$ cat src/rtl/mpy_accum_if.sv
// mpy_accum_if: handshake bundle between the MPY product stream, the job
// controller and the result consumer of mpy_accum.
//   master : drives start/len, p/p_valid, acc_ready; observes the rest
//   slave  : the accumulator (drives p_ready, acc, acc_valid, ovf, busy)
interface mpy_accum_if #(
    parameter int unsigned CNT_W = 8
);
    logic                start;
    logic [CNT_W-1:0]    len;
    logic signed [63:0]  p;
    logic                p_valid;
    logic                p_ready;
    logic signed [63:0]  acc;
    logic                acc_valid;
    logic                acc_ready;
    logic                ovf;
    logic                busy;

    modport master (
        output start, len, p, p_valid, acc_ready,
        input  p_ready, acc, acc_valid, ovf, busy
    );

    modport slave (
        input  start, len, p, p_valid, acc_ready,
        output p_ready, acc, acc_valid, ovf, busy
    );
endinterface

$ cat src/rtl/mpy_accum.sv
// mpy_accum: sums a programmed number of 64-bit signed products into a
// 64-bit signed accumulator and presents the result with a sticky
// overflow flag over a valid/ready handshake.
// Ports:
//   clk  - clock, rising edge
//   rst  - synchronous active-high reset
//   bus  - mpy_accum_if.slave (start/len job request, p/p_valid/p_ready
//          product stream, acc/ovf/acc_valid/acc_ready result, busy)
// Config macro: MPY_ACCUM_SAT_EN - saturate on overflow instead of wrapping.
module mpy_accum #(
    parameter int unsigned CNT_W = 8
) (
    input  logic        clk,
    input  logic        rst,
    mpy_accum_if.slave  bus
);
    localparam int unsigned ACC_W = 64;
    localparam logic [ACC_W-1:0] POS_MAX = {1'b0, {(ACC_W-1){1'b1}}};
    localparam logic [ACC_W-1:0] NEG_MAX = {1'b1, {(ACC_W-1){1'b0}}};

    typedef enum logic [1:0] {
        IDLE  = 2'd0,
        ACCUM = 2'd1,
        DONE  = 2'd2
    } state_t;

    state_t             state, state_nxt;
    logic [ACC_W-1:0]   acc_q, acc_nxt;
    logic               ovf_q, ovf_nxt;
    logic [CNT_W-1:0]   rem_q, rem_nxt;
    logic               p_ready_q, acc_valid_q, busy_q;

    logic [ACC_W-1:0]   sum;
    logic               add_ovf;
    logic               xfer;

    // Overflow: operands agree in sign but the wrapped sum does not.
    always_comb begin
        sum     = acc_q + bus.p;
        add_ovf = (acc_q[ACC_W-1] == bus.p[ACC_W-1]) &&
                  (sum[ACC_W-1] != acc_q[ACC_W-1]);
        xfer    = p_ready_q & bus.p_valid;
    end

    // Next-state and datapath update.
    always_comb begin
        state_nxt = state;
        acc_nxt   = acc_q;
        ovf_nxt   = ovf_q;
        rem_nxt   = rem_q;
        case (state)
            IDLE: begin
                if (bus.start) begin
                    acc_nxt = '0;
                    ovf_nxt = 1'b0;
                    if (bus.len != '0) begin
                        rem_nxt   = bus.len;
                        state_nxt = ACCUM;
                    end else begin
                        state_nxt = DONE;
                    end
                end
            end
            ACCUM: begin
                if (xfer) begin
`ifdef MPY_ACCUM_SAT_EN
                    // Both operands non-negative -> positive overflow.
                    if (add_ovf) acc_nxt = acc_q[ACC_W-1] ? NEG_MAX : POS_MAX;
                    else         acc_nxt = sum;
`else
                    acc_nxt = sum;
`endif
                    ovf_nxt = ovf_q | add_ovf;
                    rem_nxt = rem_q - CNT_W'(1);
                    if (rem_q == CNT_W'(1)) state_nxt = DONE;
                end
            end
            DONE: begin
                if (bus.acc_ready) state_nxt = IDLE;
            end
            default: state_nxt = IDLE;
        endcase
    end

    // State register.
    always_ff @(posedge clk) begin
        if (rst) state <= IDLE;
        else     state <= state_nxt;
    end

    // Datapath and handshake flags; flags mirror the state they enter.
    always_ff @(posedge clk) begin
        if (rst) begin
            acc_q       <= '0;
            ovf_q       <= 1'b0;
            rem_q       <= '0;
            p_ready_q   <= 1'b0;
            acc_valid_q <= 1'b0;
            busy_q      <= 1'b0;
        end else begin
            acc_q       <= acc_nxt;
            ovf_q       <= ovf_nxt;
            rem_q       <= rem_nxt;
            p_ready_q   <= (state_nxt == ACCUM);
            acc_valid_q <= (state_nxt == DONE);
            busy_q      <= (state_nxt != IDLE);
        end
    end

    assign bus.acc       = acc_q;
    assign bus.ovf       = ovf_q;
    assign bus.p_ready   = p_ready_q;
    assign bus.acc_valid = acc_valid_q;
    assign bus.busy      = busy_q;
endmodule
$ cat src/flat_wrapper.sv
// flat-port wrapper written by rule: the top's interface ports become plain ports
module mpy_accum_flat 
#(
    parameter int unsigned CNT_W = 8
)
  (clk, rst, bus_start, bus_len, bus_p, bus_p_valid, bus_acc_ready, bus_p_ready, bus_acc, bus_acc_valid, bus_ovf, bus_busy);
  mpy_accum_if #(.CNT_W(CNT_W)) bus_i ();
  input  logic clk;
  input  logic rst;
  input wire logic [$bits(bus_i.start)-1:0] bus_start;
  input wire logic [$bits(bus_i.len)-1:0] bus_len;
  input wire logic [$bits(bus_i.p)-1:0] bus_p;
  input wire logic [$bits(bus_i.p_valid)-1:0] bus_p_valid;
  input wire logic [$bits(bus_i.acc_ready)-1:0] bus_acc_ready;
  output wire logic [$bits(bus_i.p_ready)-1:0] bus_p_ready;
  output wire logic [$bits(bus_i.acc)-1:0] bus_acc;
  output wire logic [$bits(bus_i.acc_valid)-1:0] bus_acc_valid;
  output wire logic [$bits(bus_i.ovf)-1:0] bus_ovf;
  output wire logic [$bits(bus_i.busy)-1:0] bus_busy;
  assign bus_i.start = bus_start;
  assign bus_i.len = bus_len;
  assign bus_i.p = bus_p;
  assign bus_i.p_valid = bus_p_valid;
  assign bus_i.acc_ready = bus_acc_ready;
  assign bus_p_ready = bus_i.p_ready;
  assign bus_acc = bus_i.acc;
  assign bus_acc_valid = bus_i.acc_valid;
  assign bus_ovf = bus_i.ovf;
  assign bus_busy = bus_i.busy;
  mpy_accum #(.CNT_W(CNT_W)) u_core (.clk(clk), .rst(rst), .bus(bus_i));
endmodule
$ cat config.mk
export PLATFORM = sky130hd
export DESIGN_NAME = mpy_accum_flat
export DESIGN_NICKNAME = d
export VERILOG_FILES = /design/src/rtl/mpy_accum_if.sv /design/src/rtl/mpy_accum.sv /design/src/flat_wrapper.sv
export SDC_FILE = /design/constraint.sdc
export NUM_CORES = 1
export LEC_CHECK = 0
export ABC_CLOCK_PERIOD_IN_PS = 2900
export BUFFER_PORTS_ARGS = -buffer_cell sky130_fd_sc_hd__buf_2
export CAP_MARGIN = 20
export CORE_MARGIN = 2
export CORE_UTILIZATION = 49
export CTS_CLUSTER_DIAMETER = 30
export DETAILED_ROUTE_END_ITERATION = 10
export GPL_ROUTABILITY_DRIVEN = 0
export GPL_TIMING_DRIVEN = 0
export PLACE_DENSITY = 0.73
export RECOVER_POWER = 25
export SLEW_MARGIN = 0
export SYNTH_ARGS = -nofsm -noshare
export SYNTH_HDL_FRONTEND = slang
export SYNTH_SLANG_ARGS = --single-unit
$ cat constraint.sdc
create_clock -name clk -period 2.9 [get_ports clk]
set_input_delay 0.145 -clock clk [delete_from_list [all_inputs] [get_ports clk]]
set_output_delay 0.145 -clock clk [all_outputs]
set_load 0.01 [all_outputs]
---- After elaboration in Yosys (flattened, before gate mapping) ----
Index checks and enable logic that the tools add are counted.
W data, S select, Z words.
word-level totals
  flip-flop bits (word level) ............. 78
  input port bits ......................... 77
  output and inout port bits .............. 68
  word-level logic and storage cells ...... 44
operators by class
  add/subtract/negate cells ............... 2
  eq/ne operators ......................... 10
  multiplexer cells ....................... 16
  bitwise operators ....................... 2
  reduce and logical (&&, ||, !) cells .... 7
operators with widths
  operator               number
  $mux W64               2
  $pmux W64 S2           1
  $add A64 B64 Y64       1
  $mux W8                3
  $pmux W8 S2            1
  $mux W2                5
  $eq A8 B1 Y1 const B   1
  $reduce_bool A8 Y1     1
  $sub A8 B1 Y8 const B  1
  $pmux W2 S3            1
  $eq A2 B1 Y1 const B   2
  $eq A2 B2 Y1 const B   2
  $ne A2 B1 Y1 const B   2
  $reduce_and A4 Y1      1
  $reduce_bool A2 Y1     2
  $reduce_and A3 Y1      1
  $logic_not A2 Y1       1
  $mux W1                2
  $ne A2 B2 Y1 const B   1
  $pmux W1 S2            1
  $and A1 B1 Y1          1
  $eq A1 B1 Y1           1
  $logic_and A1 B1 Y1    1
  $ne A1 B1 Y1           1
  $or A1 B1 Y1           1

---- Longest topological paths before layout ----
Gate-level depths: netlist of run 1.
  depth after elaboration ................. 6
  depth in mapped cells ................... 11
  gate-level depth less buffers ........... 11

---- Worst setup path before layout of run 1 ----
Ideal clock, no wire load.
  kind .................................... register to register
  start ................................... register u_core.acc_q[0] (netlist: u_core.bus.acc[0])
  end ..................................... register u_core.acc_q[38] (netlist: u_core.bus.acc[38])
  library setup time ...................... 0.129 ns
  data arrival time ....................... 2.422 ns
  data required time ...................... 2.771 ns
  slack ................................... 0.349 ns
  stages on the path, launching flop included .. 12
  buffers on the path ..................... 0
  clock period less this slack ............ 2.551 ns
  path through ............................ dfxtp_1 ha_1 fa_1 a21o_1 a31o_2 nand3_1 a21oi_1 nor2_1 o21ai_0 a21boi_0 xor2_1 o21ai_0
between the ends
  cells in the longest elaborated chain, start to end .. 3
RTL lines
  what                      line              RTL
  start: declaration        mpy_accum.sv:28   logic [ACC_W-1:0] acc_q, acc_nxt;
  start signal: assignment  mpy_accum.sv:101  acc_q <= acc_nxt;
  $add A64 B64 Y64          mpy_accum.sv:39   sum = acc_q + bus.p;
  $mux W64                  mpy_accum.sv:65   if (xfer) begin
  $pmux W64 S2              mpy_accum.sv:51   case (state)
Every way passes these cells. The select of a mux whose other input is x is not followed.
A chain may end at the register's enable or synchronous reset.

---- Worst setup path in the final report of run 1 ----
  start ................................... register u_core.acc_q[18] (netlist: u_core.bus.acc[18])
  end ..................................... register u_core.ovf_q (netlist: u_core.bus.ovf)
between the ends
  cells in the longest elaborated chain, start to end .. 6
RTL lines
  what                    line              RTL
  $add A64 B64 Y64        mpy_accum.sv:39
  $ne A1 B1 Y1            mpy_accum.sv:41   (sum[ACC_W-1] != acc_q[ACC_W-1]);
  $logic_and A1 B1 Y1     mpy_accum.sv:40   add_ovf = (acc_q[ACC_W-1] == bus.p[ACC_W-1]) &&
  $or A1 B1 Y1            mpy_accum.sv:73   ovf_nxt = ovf_q | add_ovf;
  $mux W1                 mpy_accum.sv:65
  $pmux W1 S2             mpy_accum.sv:51
  end signal: assignment  mpy_accum.sv:102  ovf_q <= ovf_nxt;
  end: declaration        mpy_accum.sv:29   logic ovf_q, ovf_nxt;
Every way passes these cells. The select of a mux whose other input is x is not followed.

==> flow_summary.json, run 1 <==
{
  "status": "complete, no violations",
  "max_freq_ghz": 0.3497,
  "synthMuxAreaShare": 0.01181,
  "synth_cell_types": 76,
  "syn2layout_area_growth_pct": 19.93,
  "drtPass1Iterations": 6,
  "coreArea_um2": 13830,
  "power_frac_seq": 0.400,
  "start_kind": "register",
  "cts_buffers": 9,
  "timing.clock.skew_ns": 0.005083,
  "synth_nets": 1058,
  "yosys_warnings": 0,
  "grt_pass1_wl_um": 32620,
  "yosys.area.top_type": "dfxtp_1",
  "cts_tree": "done",
  "min_period_ns": 2.860,
  "whs_ns": 0.05508,
  "drtIter0Drc": 607,
  "placedCellCount": 1238,
  "htree_levels": 3,
  "synth_top_family_by_area": "compound AO/OA/AOI/OAI gates",
  "synth.area.top_cells": "dfxtp_1 (23%), ha_1 (12%), a21oi_1 (6.7%)",
  "row_count": 43,
  "post_dp_cell_area_um2": 7829,
  "clk_path_buf_depth": 2,
  "antenna_found_initial": 1,
  "final_common_cell": "buf_2",
  "seq_area_frac_synth": 0.2267,
  "drive_above_1_share": 0.1943,
  "path_clk_slew_ns": 0.06,
  "dr_total_vias": 7529,
  "worst_pin_slew_ns": 0.6592,
  "clockPowerShare": 0.383,
  "via_per_inst": 5.966,
  "synth-xor-area-share": 0.06231,
  "switching_share": 0.3137,
  "cp-end-kind": "register",
  "cts_sinks": 78,
  "slowest_delay_ns": 0.44,
  "die-area_um2": 15020,
  "wl_per_cell_um": 16.59,
  "die_h_um": 122.6,
  "drc": 0,
  "rsz0062_at_grt": "true",
  "layout_common_cells": "buf_2 (123), nand2_1 (109), a21oi_1 (89), nor2_1 (79), dfxtp_1 (78)",
  "setup_violations": 0,
  "hp-class": "in2reg",
  "slew_headroom": 0.5605,
  "required_ns": 3.13,
  "tns_ns": 0,
  "finalCritPeriodShare": 0.9861,
  "combPwrFrac": 0.217,
  "cp_max_fo": 7,
  "synth_area_um2": 6888,
  "ys_seq_elements": 78,
  "synthAdderAreaFrac": 0.1210,
  "synth_edf_count": 0,
  "synth_compound_area_frac": 0.3157,
  "insertion_delay_ns": 0.35,
  "p_switching_uw": 885.1,
  "dpl.hpwl_um": 16070,
  "io-pin-count": 145,
  "path_class": "reg2reg",
  "final_core_util": 0.5974,
  "instances_no_fill": 1262,
  "peakVddDrop_uv": 262.6,
  "start_util": 0.4981,
  "grt_pass1_vias": 6559,
  "p_leak_uw": 0.003871,
  "p_per_area_nw_per_um2": 341.6,
  "ys.flop_type": "dfxtp_1",
  "grt_max_degree": 14,
  "ant_nets": 0,
  "numPortBuffers": 143,
  "final-max-slew-violation-count": 0,
  "wl_um": 20930,
  "fin_nets": 1219,
  "netlist_instances": 915,
  "die_w_um": 122.6,
  "crit_chain": "ha_1 > buf_2 > nand2_1 > or3_1 > a2111o_1 > o211ai_2 > a21oi_4 > o21ai_2 > mux2i_2 > a22oi_1",
  "slowest_stage": "or3_1",
  "overflow": 0,
  "postSynth.asyncResetShare": 0,
  "worstPathArrival_ns": 3.08,
  "cts-root-buf": "clkbuf_16",
  "syn_area_per_cell_um2": 7.528,
  "finalHoldViolCount": 0,
  "intPower_uw": 1936,
  "max_cap_violations": 0,
  "fin_area_um2": 8260,
  "yosys.area.top_type_share": 0.2267,
  "track_usage": 0.2733,
  "yosys.area_share.simple": 0.2153
}
==> metrics by stage <==
stage	power, uW	worst slack [ns]
2_1_floorplan	1555	0.3487
5_1_grt	2954	-0.02653
6_report	2821	0.04040
3_5_place_dp	1740	-0.1511
3_3_place_gp	1736	-0.1702
4_1_cts	2820	-0.005825
==> logic make-up (layout without fill, tap and decap cells) <==
group | after synthesis | after routing
buf+inv | 66 | 232
other cells | 0 | 1
compound gates | 336 | 336
xor+xnor | 49 | 49
flops | 78 | 78
simple gates | 312 | 312
fa+ha+maj | 66 | 66
mux | 8 | 8
==> cells in the mapped netlist, drive strengths merged, types with 18 or more instances <==
cell type	n
a21o	40
a21oi	92
a22oi	27
clkbuf	31
dfxtp	78
ha	65
inv	18
nand2	109
nand3	27
nand4	19
nor2	81
o21ai	78
xnor2	33
==> power by group through the flow <==
stage / sequential (uW) / clock [uW] / combinational (uW)
CTS: 1130 / 1100 / 596
global placement: 1150 / 0 / 585
detailed placement: 1150 / 0 / 588
floorplan: 1150 / 0 / 401
finish: 1130 / 1080 / 611
global route: 1130 / 1140 / 679
==> final cells by class <==
type / count / area (um^2)
fillers: 1349 / 5567
clock inverters: 6 / 37.54
clock buffers: 10 / 239.0
diodes: 1 / 2.502
multi-input cells: 771 / 5132
well taps: 180 / 225.2
flip-flops and latches: 78 / 1562
repair buffers: 150 / 734.5
inverters: 18 / 67.56
plain buffers: 48 / 260.3
==> flip-flops by register name, indices dropped and copies added (netlist names) <==
| signal | count |
|---|---|
| u_core.bus.ovf | 1 |
| u_core.bus.acc_valid | 1 |
| u_core.bus.acc | 64 |
| u_core.state | 2 |
| u_core.bus.p_ready | 1 |
| u_core.bus.busy | 1 |
| u_core.rem_q | 8 |
==> layer usage <==
layer	global-route usage	vias to the layer above	share of wire
met1	0.3884	3465	0.47
met5	0	-	0
met4	0.09052	0	0.022
met2	0.4198	318	0.43
met3	0.04414	39	0.078
li1	-	3707	-
==> final timing paths <==
kind	start	end	slack (ns)	cells past startpoint
min reg2reg	u_core.bus.acc[59]	u_core.bus.acc[59]	0.46	2
min	bus_start	u_core.bus.ovf	0.06	2
max	u_core.bus.acc[18]	u_core.bus.ovf	0.04	10
max reg2reg	u_core.bus.acc[18]	u_core.bus.ovf	0.04	10
==> critical path: cells and delay by family, from the launching register on <==
kind,cells,cell delay (ns)
muxes,1,0.29
buffers and inverters,1,0.17
and+or+nand+nor,2,0.58
DFF,1,0.35
AOI/OAI and AO/OA,5,1.04
adders and majority gates,1,0.28
==> repair_timing <==
item                       4_1_cts  5_1_grt
gates resized for setup          9       26
pin swaps                        3       13
hold endpoints to repair         0        0
cloned                           0        0
hold buffers                     0        0
setup endpoints to repair       11       36
buffers inserted                 3        4
Power figures use the tool's default switching activity.
==> run 2: changes to the inputs <==
--- a/config.mk
+++ b/config.mk
@@ -5,10 +5,9 @@
 export SDC_FILE = /design/constraint.sdc
 export NUM_CORES = 1
 export LEC_CHECK = 0
-export ABC_CLOCK_PERIOD_IN_PS = 2900
+export ABC_CLOCK_PERIOD_IN_PS = 3250
 export BUFFER_PORTS_ARGS = -buffer_cell sky130_fd_sc_hd__buf_2
 export CAP_MARGIN = 20
-export CORE_MARGIN = 2
 export CORE_UTILIZATION = 49
 export CTS_CLUSTER_DIAMETER = 30
 export DETAILED_ROUTE_END_ITERATION = 10
==> constraint.sdc (replaced) <==
create_clock -name clk -period 3.25 [get_ports clk]
set_input_delay 0.1625 -clock clk [delete_from_list [all_inputs] [get_ports clk]]
set_output_delay 0.1625 -clock clk [all_outputs]
set_load 0.01 [all_outputs]
==> run 2 against run 1 <==
  * Sequential cell count stayed put
  * Register-to-register slack better by 0.15 ns
  * First-iteration DRC count up 4.0%
  * Design area fell by 1.9%
  * Non-clock buffer count is 7 lower
  * Maximum frequency is 6.4% lower
  * Clock power rose by 5%
  * Via count fell by 0.45%
  * Combinational power fell by 12%
  * Global-route usage up 1.2 points
==> flow_summary.json, run 2 (synthesis results as in run 1) <==
{
  "coreArea_um2": 13450,
  "crit_chain": "ha_1 > fa_1 > a21o_1 > a31o_2 > nand3_1 > a21oi_1 > o2111ai_1 > nand3b_1 > a31oi_1 > xor2_1 > o21ai_0",
  "start_kind": "register",
  "die-area_um2": 14530,
  "drtIter0Drc": 631,
  "whs_ns": 0.05416,
  "die_h_um": 120.6,
  "slowest_stage": "fa_1",
  "setup_violations": 0,
  "io-pin-count": 145,
  "antenna_found_initial": 0,
  "finalHoldViolCount": 0,
  "timing.clock.skew_ns": 0.009951,
  "rsz0062_at_grt": "false",
  "cts_buffers": 9,
  "final-max-slew-violation-count": 0,
  "overflow": 0,
  "peakVddDrop_uv": 246.2,
  "start_util": 0.5120,
  "grt_max_degree": 14,
  "worst_pin_slew_ns": 0.7045,
  "via_per_inst": 5.996,
  "grt_pass1_wl_um": 33020,
  "num-fill-cells": 1337,
  "max_freq_ghz": 0.3273,
  "dpl.hpwl_um": 16090,
  "die_w_um": 120.6,
  "path_clk_slew_ns": 0.07,
  "clk_path_buf_depth": 2,
  "postCtsSetupRepairBufs": 0,
  "p_leak_uw": 0.003796,
  "cp_max_fo": 4,
  "ant_nets": 0,
  "p_per_area_nw_per_um2": 330.4,
  "cp-end-kind": "register",
  "tns_ns": 0,
  "max_cap_violations": 0,
  "path_class": "reg2reg",
  "fin_nets": 1212,
  "required_ns": 3.46,
  "place_ws_ns": 0.1861,
  "worstPathBufferInverterCount": 0,
  "finalCritPeriodShare": 0.9400,
  "fin_ws_ns": 0.1950,
  "numPortBuffers": 143,
  "wl_per_cell_um": 16.66,
  "ctsHoldBuffers": 0,
  "drtPass1Iterations": 6,
  "drc": 0,
  "final_common_cell": "buf_2",
  "hp-class": "in2reg",
  "grt_pass1_vias": 6735,
  "p_total_uw": 2678,
  "cts_tree": "done",
  "largest_register_ffs": 64,
  "insertion_delay_ns": 0.35,
  "cts-root-buf": "clkbuf_16",
  "htree_levels": 3,
  "worstPathArrival_ns": 3.27,
  "slew_headroom": 0.5303,
  "drive_above_1_share": 0.1592,
  "dr_total_vias": 7495,
  "wl_um": 20820,
  "syn2layout_area_growth_pct": 17.69,
  "min_period_ns": 3.055,
  "crit_family": "compound AO/OA/AOI/OAI gates",
  "status": "complete, no violations",
  "row_count": 42,
  "cts_sinks": 78,
  "slowest_delay_ns": 0.42,
  "track_usage": 0.2852,
  "antenna_cells": 0,
  "layout_common_cells": "buf_2 (115), nand2_1 (109), a21oi_1 (92), nor2_1 (79), dfxtp_1 (78)"
}
[run 2: changes by cell type in the layout (fill, tap and decap cells not counted), sizes merged]
cell,before,now
clkbuf,69,78
clkinvlp,3,0
diode,1,0
bufinv,0,2
buf,138,123
[run 2: area by class of cell]
cell class,count,area [um^2],area share
Buffer,48,257.7,0.03180
Multi-Input combinational cell,771,5004,0.6172
Clock buffer,11,242.7,0.02994
Timing Repair Buffer,143,670.6,0.08273
Clock inverter,5,82.58,0.01019
Tap cell,176,220.2,0.02716
Sequential cell,78,1562,0.1926
Inverter,18,67.56,0.008335
[run 2: routing by layer]
metal / wire [um] / global-route usage / vias to the layer above
li1: - / - / 3692
met1: 9860 / 0.3995 / 3433
met2: 8926 / 0.4371 / 328
met3: 1553 / 0.04953 / 42
met4: 480 / 0.1019 / 0
met5: 0 / 0 / -
[run 2: per-stage QoR]
step	util	std cells	area, um^2
finish	0.6026	1250	8107
global route	0.6026	1250	8107
CTS	0.6057	1250	8149
detailed placement	0.5816	1234	7824
global placement	0.5816	1234	7824
floorplan	-	915	6888
[run 2: final timing paths]
check             cells past startpoint                 end                from  slack [ns]
setup / recovery                     11  u_core.bus.acc[50]   u_core.bus.acc[0]        0.20
hold reg to reg                       2  u_core.bus.acc[59]  u_core.bus.acc[59]        0.47
hold / removal                        2      u_core.bus.ovf           bus_start        0.05
setup reg to reg                     11  u_core.bus.acc[50]   u_core.bus.acc[0]        0.20
[run 2: power by group]
part,total (uW),leakage (uW),switching (uW),internal (uW)
sequential,1010,0.000632,24.3,982
clock,1130,0.000160,436,696
combinational,540,0.00301,333,208
total,2680,0.00380,793,1890
[run 2: what timing repair did]
action,CTS,global route
hold endpoints to repair,0,0
endpoints found under the setup margin,0,2
gates resized for setup,0,2
==> run 3: changes to the inputs <==
--- a/config.mk
+++ b/config.mk
@@ -5,7 +5,7 @@
 export SDC_FILE = /design/constraint.sdc
 export NUM_CORES = 1
 export LEC_CHECK = 0
-export ABC_CLOCK_PERIOD_IN_PS = 3250
+export ABC_CLOCK_PERIOD_IN_PS = 2720
 export BUFFER_PORTS_ARGS = -buffer_cell sky130_fd_sc_hd__buf_2
 export CAP_MARGIN = 20
 export CORE_UTILIZATION = 49
@@ -13,7 +13,8 @@
 export DETAILED_ROUTE_END_ITERATION = 10
 export GPL_ROUTABILITY_DRIVEN = 0
 export GPL_TIMING_DRIVEN = 0
-export PLACE_DENSITY = 0.73
+export HOLD_SLACK_MARGIN = 0.05
+export PLACE_DENSITY = 0.76
 export RECOVER_POWER = 25
 export SLEW_MARGIN = 0
 export SYNTH_ARGS = -nofsm -noshare
==> constraint.sdc (replaced) <==
create_clock -name clk -period 2.72 [get_ports clk]
set_input_delay 0.136 -clock clk [delete_from_list [all_inputs] [get_ports clk]]
set_output_delay 0.136 -clock clk [all_outputs]
set_load 0.01 [all_outputs]
==> run 3 against run 2 <==
  * Count of clock-buffer cells in the layout decreased by 1
  * Maximum frequency grew 13%
  * Via count is 4.3% higher
  * Core utilization is 5.9 points higher
  * First-iteration DRC count grew 14%
  * Global-route usage up 1.1 points
==> flow_summary.json, run 3 (synthesis results as in run 1) <==
{
  "die_h_um": 120.6,
  "via_per_inst": 6.158,
  "syn2layout_area_growth_pct": 29.17,
  "grt_pass1_wl_um": 34180,
  "wl_um": 22340,
  "dpl.hpwl_um": 15910,
  "r2r_slack_ns": 0.03,
  "dr_total_vias": 7814,
  "row_count": 42,
  "power_frac_seq": 0.373,
  "antenna_cells": 0,
  "status": "complete, no violations",
  "antenna_found_initial": 1,
  "die-area_um2": 14530,
  "drc": 0,
  "cp-end-kind": "register",
  "clockPowerShare": 0.399,
  "track_usage": 0.2958,
  "cp_max_fo": 7,
  "cts_sinks": 78,
  "drive_above_1_share": 0.2818,
  "intPower_uw": 2214,
  "numPortBuffers": 143,
  "htree_levels": 3,
  "final_common_cell": "buf_2",
  "instances_no_fill": 1269,
  "io-pin-count": 145,
  "finalCritPeriodShare": 0.9898,
  "place_ws_ns": -0.3375,
  "max_freq_ghz": 0.3714,
  "final-max-slew-violation-count": 0,
  "start_kind": "register",
  "wl_per_cell_um": 17.60,
  "worst_pin_slew_ns": 0.6942,
  "setup_violations": 0,
  "cts-root-buf": "clkbuf_16",
  "whs_ns": 0.1372,
  "fin_ws_ns": 0.02763,
  "p_switching_uw": 1007,
  "placedCellCount": 1234,
  "largest_register_ffs": 64,
  "drtPass1Iterations": 5,
  "grt_pass1_vias": 7041,
  "cts_buffers": 9,
  "p_per_area_nw_per_um2": 362.0,
  "insertion_delay_ns": 0.36,
  "rsz0062_at_grt": "true",
  "path_clk_slew_ns": 0.06,
  "die_w_um": 120.6,
  "finalHoldViolCount": 0,
  "required_ns": 2.95,
  "peakVddDrop_uv": 421.6,
  "slew_headroom": 0.5372,
  "layout_common_cells": "buf_2 (146), nand2_1 (107), a21oi_1 (82), nor2_1 (76), dfxtp_1 (71)",
  "p_leak_uw": 0.004088,
  "combPwrFrac": 0.228,
  "final_core_util": 0.6614,
  "worstPathArrival_ns": 2.92,
  "switching_share": 0.3125,
  "path_class": "reg2reg",
  "hp-class": "in2reg",
  "timing.clock.skew_ns": 0.004742,
  "max_cap_violations": 0,
  "ant_nets": 0,
  "min_period_ns": 2.692,
  "start_util": 0.5120,
  "drtIter0Drc": 720,
  "cts_tree": "done",
  "fin_nets": 1231,
  "post_dp_cell_area_um2": 7824,
  "overflow": 0,
  "coreArea_um2": 13450,
  "fin_area_um2": 8897,
  "grt_max_degree": 15,
  "clk_path_buf_depth": 2
}
==> run 3: changes by cell type in the layout (fill, tap and decap cells not counted), moves of 5 or more <==
cell | before | now
ha_4 | 0 | 21
a21oi_1 | 92 | 82
ha_1 | 65 | 42
clkbuf_1 | 63 | 21
buf_4 | 4 | 29
o21ai_0 | 62 | 55
a21oi_2 | 0 | 8
buf_6 | 3 | 8
buf_2 | 115 | 146
dfxtp_1 | 78 | 71
==> run 3: power groups by stage <==
stage	registers, uW	logic, uW	clock network [uW]
after detailed placement	1230	631	0
after floorplan	1230	428	0
final	1200	733	1290
after global placement	1230	624	0
after global routing	1210	799	1340
after CTS	1200	650	1290
==> run 3: worst paths after layout <==
kind                 startpoint  cells after the start                 end
max          u_core.bus.acc[30]                     12  u_core.bus.acc[41]
min                  bus_len[0]                      3     u_core.rem_q[0]
max reg2reg  u_core.bus.acc[30]                     12  u_core.bus.acc[41]
min reg2reg  u_core.bus.acc[52]                      2  u_core.bus.acc[52]
==> run 3: cell type report <==
cell class                      instances  area (um^2)
Buffer                                 39        239.0
Clock buffer                           10        239.0
Clock inverter                          6        68.82
Fill cell                            1161         4556
Inverter                               18        67.56
Multi-Input combinational cell        771         5555
Sequential cell                        78         1578
Tap cell                              176        220.2
Timing Repair Buffer                  171        929.6
==> run 3: repair_timing <==
item / CTS / global route
gates resized for setup: 36 / 90
hold buffers: 1 / 0
hold endpoints to repair: 1 / 0
buffers inserted: 8 / 19
setup endpoints to repair: 37 / 38
pin swaps: 14 / 29
==> run 3: per-stage QoR <==
stage	setup TNS [ns]	total power, uW
2_1_floorplan	0	1658
3_3_place_gp	-3.280	1850
3_5_place_dp	-3.327	1858
4_1_cts	-0.01628	3145
5_1_grt	-0.3696	3344
6_report	0	3221
==> run 3: routing by layer <==
layer	GRT usage	vias to the layer above	part of all wire
met4	0.1258	0	0.034
met1	0.3907	3645	0.43
met2	0.4720	376	0.46
met5	0	-	0
met3	0.05283	59	0.078
li1	-	3734	-
==> run 3: critical path, stage by stage, from the launching register on <==
cell	delay, ns
dfxtp_4	0.35
ha_4	0.21
buf_6	0.12
buf_4	0.14
a21o_1	0.18
a21o_1	0.18
a21oi_1	0.19
o21ai_1	0.11
a21oi_2	0.16
o21ai_2	0.17
or3_2	0.48
a32oi_1	0.21
nor2_1	0.05
